## src/rtl/cordic_log.sv

```systemverilog
// Iterative shift-add CORDIC computing result = -log2(y) for an unsigned 0.WIDTH fraction.
// y is normalised into [0.5,1) and then multiplied up towards 1.0 by (1+2^-k) factors.
module cordic_log #(
    parameter int WIDTH       = 16,
    parameter int INTER_WIDTH = 24,
    parameter int STEPS       = 16,
    parameter int INT_WIDTH   = 5
) (
    input  logic                       clk,
    input  logic                       reset,
    input  logic                       in_valid,
    output logic                       in_ready,
    input  logic [WIDTH-1:0]           y,
    output logic                       out_valid,
    input  logic                       out_ready,
    output logic [INT_WIDTH+WIDTH-1:0] result,
    output logic                       zero_err
);

    localparam int RW  = INT_WIDTH + WIDTH;
    localparam int KW  = $clog2(STEPS + 1);
    localparam int PAD = INTER_WIDTH - WIDTH;

    typedef enum logic [1:0] {IDLE, NORM, ITER, DONE} state_t;

    state_t               state, state_nxt;
    logic [INTER_WIDTH:0] z, z_nxt, e, e_nxt, cand;
    logic [INT_WIDTH-1:0] n, n_nxt;
    logic [KW-1:0]        k, k_nxt;
    logic [RW-1:0]        result_nxt;
    logic                 zero_err_nxt;
    logic [INTER_WIDTH:0] log_tab [0:STEPS];

    // log2(1+2^-k) in 1.INTER_WIDTH, rounded to nearest; entry 0 is never used
    assign log_tab[0] = '0;
    for (genvar gi = 1; gi <= STEPS; gi++) begin : g_rom
        localparam real LOG_REAL = $ln(1.0 + 2.0 ** (-gi)) / $ln(2.0) * (2.0 ** INTER_WIDTH);
        localparam logic [INTER_WIDTH:0] LOG_VAL = (INTER_WIDTH+1)'($rtoi(LOG_REAL + 0.5));
        assign log_tab[gi] = LOG_VAL;
    end

    assign in_ready = (state == IDLE) && !reset;

    // next-state and datapath update for the NORM/ITER/DONE sequence
    always_comb begin
        state_nxt    = state;
        z_nxt        = z;
        e_nxt        = e;
        n_nxt        = n;
        k_nxt        = k;
        result_nxt   = result;
        zero_err_nxt = zero_err;
        cand         = z + (z >> k);
        case (state)
            IDLE: begin
                if (in_valid) begin
                    z_nxt        = {1'b0, y, {PAD{1'b0}}};
                    n_nxt        = '0;
                    e_nxt        = '0;
                    k_nxt        = '0;
                    zero_err_nxt = 1'b0;
                    state_nxt    = NORM;
                end else begin
                    state_nxt = IDLE;
                end
            end
            NORM: begin
                if (z == '0) begin
                    zero_err_nxt = 1'b1;
                    result_nxt   = '1;
                    state_nxt    = DONE;
                end else if (!z[INTER_WIDTH-1]) begin
                    z_nxt = z << 1;
                    n_nxt = n + INT_WIDTH'(1);
                end else begin
                    k_nxt     = KW'(1);
                    state_nxt = ITER;
                end
            end
            ITER: begin
                // a candidate reaching exactly 1.0 is rejected along with anything larger
                if (!cand[INTER_WIDTH]) begin
                    z_nxt = cand;
                    e_nxt = e + log_tab[k];
                end else begin
                    z_nxt = z;
                end
                k_nxt = k + KW'(1);
                if (k == KW'(STEPS)) begin
                    result_nxt = (RW'(n) << WIDTH) + RW'(e_nxt >> PAD);
                    state_nxt  = DONE;
                end else begin
                    state_nxt = ITER;
                end
            end
            DONE: begin
                if (out_ready) begin
                    state_nxt = IDLE;
                end else begin
                    state_nxt = DONE;
                end
            end
            default: begin
                state_nxt = IDLE;
            end
        endcase
    end

    // state, datapath and registered outputs
    always_ff @(posedge clk) begin
        if (reset) begin
            state     <= IDLE;
            z         <= '0;
            e         <= '0;
            n         <= '0;
            k         <= '0;
            result    <= '0;
            zero_err  <= 1'b0;
            out_valid <= 1'b0;
        end else begin
            state     <= state_nxt;
            z         <= z_nxt;
            e         <= e_nxt;
            n         <= n_nxt;
            k         <= k_nxt;
            result    <= result_nxt;
            zero_err  <= zero_err_nxt;
            out_valid <= (state_nxt == DONE);
        end
    end

endmodule

```

## config.mk

```make
export PLATFORM = sky130hd
export DESIGN_NAME = cordic_log
export DESIGN_NICKNAME = d
export VERILOG_FILES = /design/src/rtl/cordic_log.sv
export SDC_FILE = /design/constraint.sdc
export NUM_CORES = 1
export LEC_CHECK = 0
export ABC_AREA = 1
export CAP_MARGIN = 0
export CORE_ASPECT_RATIO = 1.1
export CORE_MARGIN = 1.5
export CORE_UTILIZATION = 66
export CTS_CLUSTER_DIAMETER = 40
export DETAILED_ROUTE_END_ITERATION = 6
export GPL_TIMING_DRIVEN = 0
export PLACE_DENSITY_LB_ADDON = 0.12
export SYNTH_ARGS = -nofsm -noshare
export SYNTH_HDL_FRONTEND = slang
export SYNTH_SLANG_ARGS = --single-unit
export TNS_END_PERCENT = 10
```

## constraint.sdc

```tcl
create_clock -name clk -period 9.2 [get_ports clk]
set_clock_uncertainty 0.15 [all_clocks]
set_input_delay 1.84 -clock clk [delete_from_list [all_inputs] [get_ports clk]]
set_output_delay 1.84 -clock clk [all_outputs]
set_load 0.02 [all_outputs]
```

=== Word-level counts from Yosys, hierarchy flattened ===
Memories as Yosys holds them, arrays and structs flattened.
Cells that the tools add are included.

* Word-level logic and storage cells: 77
* Memories kept: 1
* Register bits: 85
* Output and inout port bits: 24
* ROM bits: 800
* Bits of input ports: 20

{| class="wikitable"
|+ Memory list
! memory !! depth !! bits a word !! read ports !! clocked after memory_dff !! wr ports !! line !! text
|-
| (name not given) || 32 || 25 || 1 || 0 || 0 || 84 || <nowiki>e_nxt = e + log_tab[k];</nowiki>
|}

* Reduce and logical (&&, ||, !) cells: 16
* Order comparisons: 1
* Equal/unequal tests: 12
* Shifts and indexed selects: 1
* Bitwise gates (word level): 1
* Multiplexer cells: 30
* Add/sub/neg operators: 5

{| class="wikitable"
|+ Operators by type and width
! cell !! count
|-
| 25-bit 2-to-1 mux || 9
|-
| 25-bit one-hot mux with 3 select lines || 1
|-
| 25-bit adder || 2
|-
| 25-bit one-hot mux with 2 select lines || 1
|-
| 21-bit 2-to-1 mux || 2
|-
| 21-bit one-hot mux with 2 select lines || 1
|-
| 25-bit logical NOT || 1
|-
| 5-bit 2-to-1 mux || 5
|-
| 25-bit by 5-bit right shift with 25-bit output || 1
|-
| 21-bit by 17-bit adder with 21-bit output || 1
|-
| 5-bit one-hot mux with 3 select lines || 1
|-
| 2-bit != test, second input constant || 7
|-
| 4-bit AND reduction || 3
|-
| 5-bit by 1-bit adder with 5-bit output, second input constant || 2
|-
| 5-bit one-hot mux with 2 select lines || 1
|-
| 3-bit AND reduction || 3
|-
| 2-bit one-hot mux with 4 select lines || 1
|-
| 2-bit equality test, second input constant || 3
|-
| 6-bit greater-or-equal comparator, second input constant || 1
|-
| 2-bit 2-to-1 mux || 3
|-
| 5-bit NOT with 6-bit output || 1
|-
| 2-bit nonzero test || 3
|-
| 5-bit equality test, second input constant || 1
|-
| 5-bit AND reduction || 1
|-
| 8 further kinds || 11
|}

=== Longest topological paths before layout ===
* Word-level depth: 10
* Depth in mapped cells: 30
* Depth with buffers taken out: 28

=== Worst setup path after synthesis ===
OpenSTA, ideal clock, no wires.

* Kind: input -> output
* From: input port reset
* To: output port in_ready
* Data required time: 7.210 ns
* Arrival time: 2.551 ns
* Setup slack: 4.659 ns
* Stages on the path: 3
* Buffers on the path: 2
* Cell sequence: clkbuf_1 clkbuf_1 nor2_1

* Word-level cells in the longest chain between the ends: 2

{| class="wikitable"
|+ RTL lines
! what !! line !! text
|-
| start, declared || 10 || <nowiki>input logic reset,</nowiki>
|-
| 1-bit logical NOT || 42 || <nowiki>assign in_ready = (state == IDLE) && !reset;</nowiki>
|-
| 1-bit logical AND || 42 ||
|-
| end, declared || 12 || <nowiki>output logic in_ready,</nowiki>
|}

Every way passes these cells.

=== Worst setup path in the final report ===
Ends and elaborated chain as after synthesis.

==> metrics.yaml <==
run_status:
  status: "finished with violations"
  violations: "DRC"
floorplanning:
  die_y_microns: 123.4
  rows: 43
  die_area_sq_um: 13890
  start_util: 0.6826
  core-area_sq_um: 12750
  die_w_microns: 112.5
  io_pins: 44
route:
  wirelength_mm: 30.71
  drtIter0Drc: 1063
  ant_nets: 0
  first_pass_iters: 7
  wire_per_inst_microns: 17.72
  drc: 30
  dr_total_vias: 10550
  via_per_inst: 6.087
cts:
  cts-root-buf: "clkbuf_16"
  post-cts-setup-buffers: 0
  cts_tree: "done"
  clock_path_buffers: 2
  clk_pin_slew_ps: 70
  numCtsBuffers: 9
  cts_sinks: 84
  ctsHtreeMaxLevel: 3
  clock_latency_ps: 370
  ctsHoldBuffers: 0
  cts-resized-gates: 0
sta:
  slew_violations: 0
  tns_ps: 0
  relSlewSlack: 0.3761
  period_needed_ps: 6279
  timing.final.crit_share: 0.6825
  finalHoldViolations: 0
  fmax_ghz: 0.1593
  setup_viol: 0
  worstMarginPinSlew_ps: 935.8
  setup_slack_ps: 2921
  rsz0062_at_grt: "false"
critical_path:
  path_delay_family: "buffers and inverters"
  path_max_fanout: 10
  worstPathRequired_ps: 7210
  worst_r2r_startpoint: "k[0]"
  path_class: "input pin to output port"
  cp-startpoint: "reset"
  worstPathCellList: "clkdlybuf4s50_1, clkbuf_1, clkbuf_1, nor2_1, clkdlybuf4s50_1"
  cp_slowest_stage_delay_ps: 760
  arrival_ps: 4290
  slowest_stage: "clkbuf_1"
  timing.critical_path.buf_inv: 4
  setup.worst_path.end_class: "output port"
  crit_path_start_kind: "input pin"
grt:
  antenna_found_initial: 0
  grt.total_usage: 0.4468
  grt_pass1_wl_mm: 48.50
  overflow: 0
  use_met3: 0.08137
  grt_use_met1: 0.4761
  grt_pass1_vias: 9938
  use_met2: 0.8010
  grt_max_degree: 19
  grt.busiest_layer: "met2"
final_layout:
  fillers: 1100
  final_common_cell: "nand2_1"
  layout.nets: 1656
  final_cell_mix: "nand2_1, inv_1, nor2_1"
  n_antenna_cell: 0
  register_area_sq_um: 1682
  stdcell_area_sq_um: 9629
  drive_above_1_share: 0.04886
  syn2layout_area_growth_pct: 10.64
  final_util: 0.7552
  multiInputGateArea_sq_um: 6016
placed_design:
  place_area_sq_um: 9330
  portBuffers: 43
  gp_congestion: 1.102
  dp_slack_ps: 3098
  hpwl_mm: 24.04
logic_synthesis:
  ys_async_sr_fraction: 0
  syn_area_sq_um: 8703
  ys.flop_type: "dfxtp_1"
  synth_top_area_share: 0.1932
  ys_seq_area_frac: 0.1932
  synth_cell_type_count: 48
  synth_fp_nets: 1602
  synth_top_area_cell: "dfxtp_1"
  synthesis.instances: 1517
  ys_warn_count: 0
  ys_ff_latch: 84
  synth_edf_count: 0
  synth_area_per_cell_sq_um: 5.737
  synth.area.top_cells: "dfxtp_1, nand2_1, ha_1"
power_and_ir_drop:
  power_density_nw_per_um2: 142.4
  peakVddDrop_v: 0.00009799
  p_leak_nw: 4.772
run:
  max_cap_viol_count: 0
worst_hold_path:
  hold_class: "flop to flop"
  hp-start: "e[6]"
==> layer usage <==
layer / share of wire / wire length [microns]
met5: 0 / 0
met4: 0.082 / 2507
met3: 0.087 / 2661
met2: 0.47 / 14520
met1: 0.36 / 11020
==> synthesized netlist by cell type, types with 7 or more instances <==
cell / number
nand3_1: 83
o21ai_0: 107
inv_1: 198
nor2_1: 161
clkbuf_1: 34
a31oi_1: 7
dfxtp_1: 84
xor2_1: 7
mux2i_1: 7
xnor2_1: 10
o22ai_1: 15
o221ai_1: 10
nand2_1: 443
o21bai_1: 7
nand3b_1: 8
or2_2: 13
inv_2: 9
nor2_2: 9
a21oi_1: 109
ha_1: 63
nor3_1: 22
buf_2: 12
o21ai_1: 17
or2_1: 12
nand4_1: 19
==> flip-flops by register name, summed over array words and instances, names as in the netlist <==
| register | cells |
|---|---|
| z | 24 |
| k | 5 |
| e | 25 |
| result | 21 |
| state | 2 |
| n | 5 |
| out_valid | 1 |
| zero_err | 1 |
==> logic make-up after synthesis <==
group / synth area share
buffers and inverters: 0.1156
adders and majority gates: 0.09517
xor gates and xnor gates: 0.01711
AOI/OAI and AO/OA: 0.1915
and+or+nand+nor: 0.3794
DFF: 0.1932
muxes: 0.008051
==> metrics by stage <==
step / std cells / power [mW] / hold WS [ps]
finish: 1733 / 1.372 / 320.9
global route: 1733 / 1.435 / 343.4
floorplan: 1517 / 0.8106 / 295.2
detailed placement: 1717 / 0.9780 / 306.9
global placement: 1717 / 0.9673 / 302.6
CTS: 1733 / 1.346 / 320.0
==> power breakdown <==
group | switching (mW) | internal, mW | leakage, nW
registers | 0.0212 | 0.386 | 0.687
logic | 0.394 | 0.194 | 3.94
clock network | 0.184 | 0.192 | 0.147
total | 0.600 | 0.772 | 4.77
==> tightest hold or removal path, cell delays in order, from the launching register on <==
cell     delay, ps
dfxtp_1        320
nand2_1         60
a21oi_1         50
==> final cells by class <==
cell class | count | share of cell area
Buffer | 51 | 0.02339
Clock buffer | 9 | 0.02339
Clock inverter | 7 | 0.007666
Inverter | 208 | 0.08108
Multi-Input combinational cell | 1174 | 0.6247
Sequential cell | 84 | 0.1746
Tap cell | 157 | 0.02040
Timing Repair Buffer | 43 | 0.04470
==> path summary, 6_finish.rpt <==
check	end	slack (ps)	cells past startpoint
hold reg to reg	e[6]	320	2
hold / removal	e[6]	320	2
setup / recovery	in_ready	2920	5
setup reg to reg	result[20]	3700	28
No activity file was read; power rests on OpenSTA's default activity.
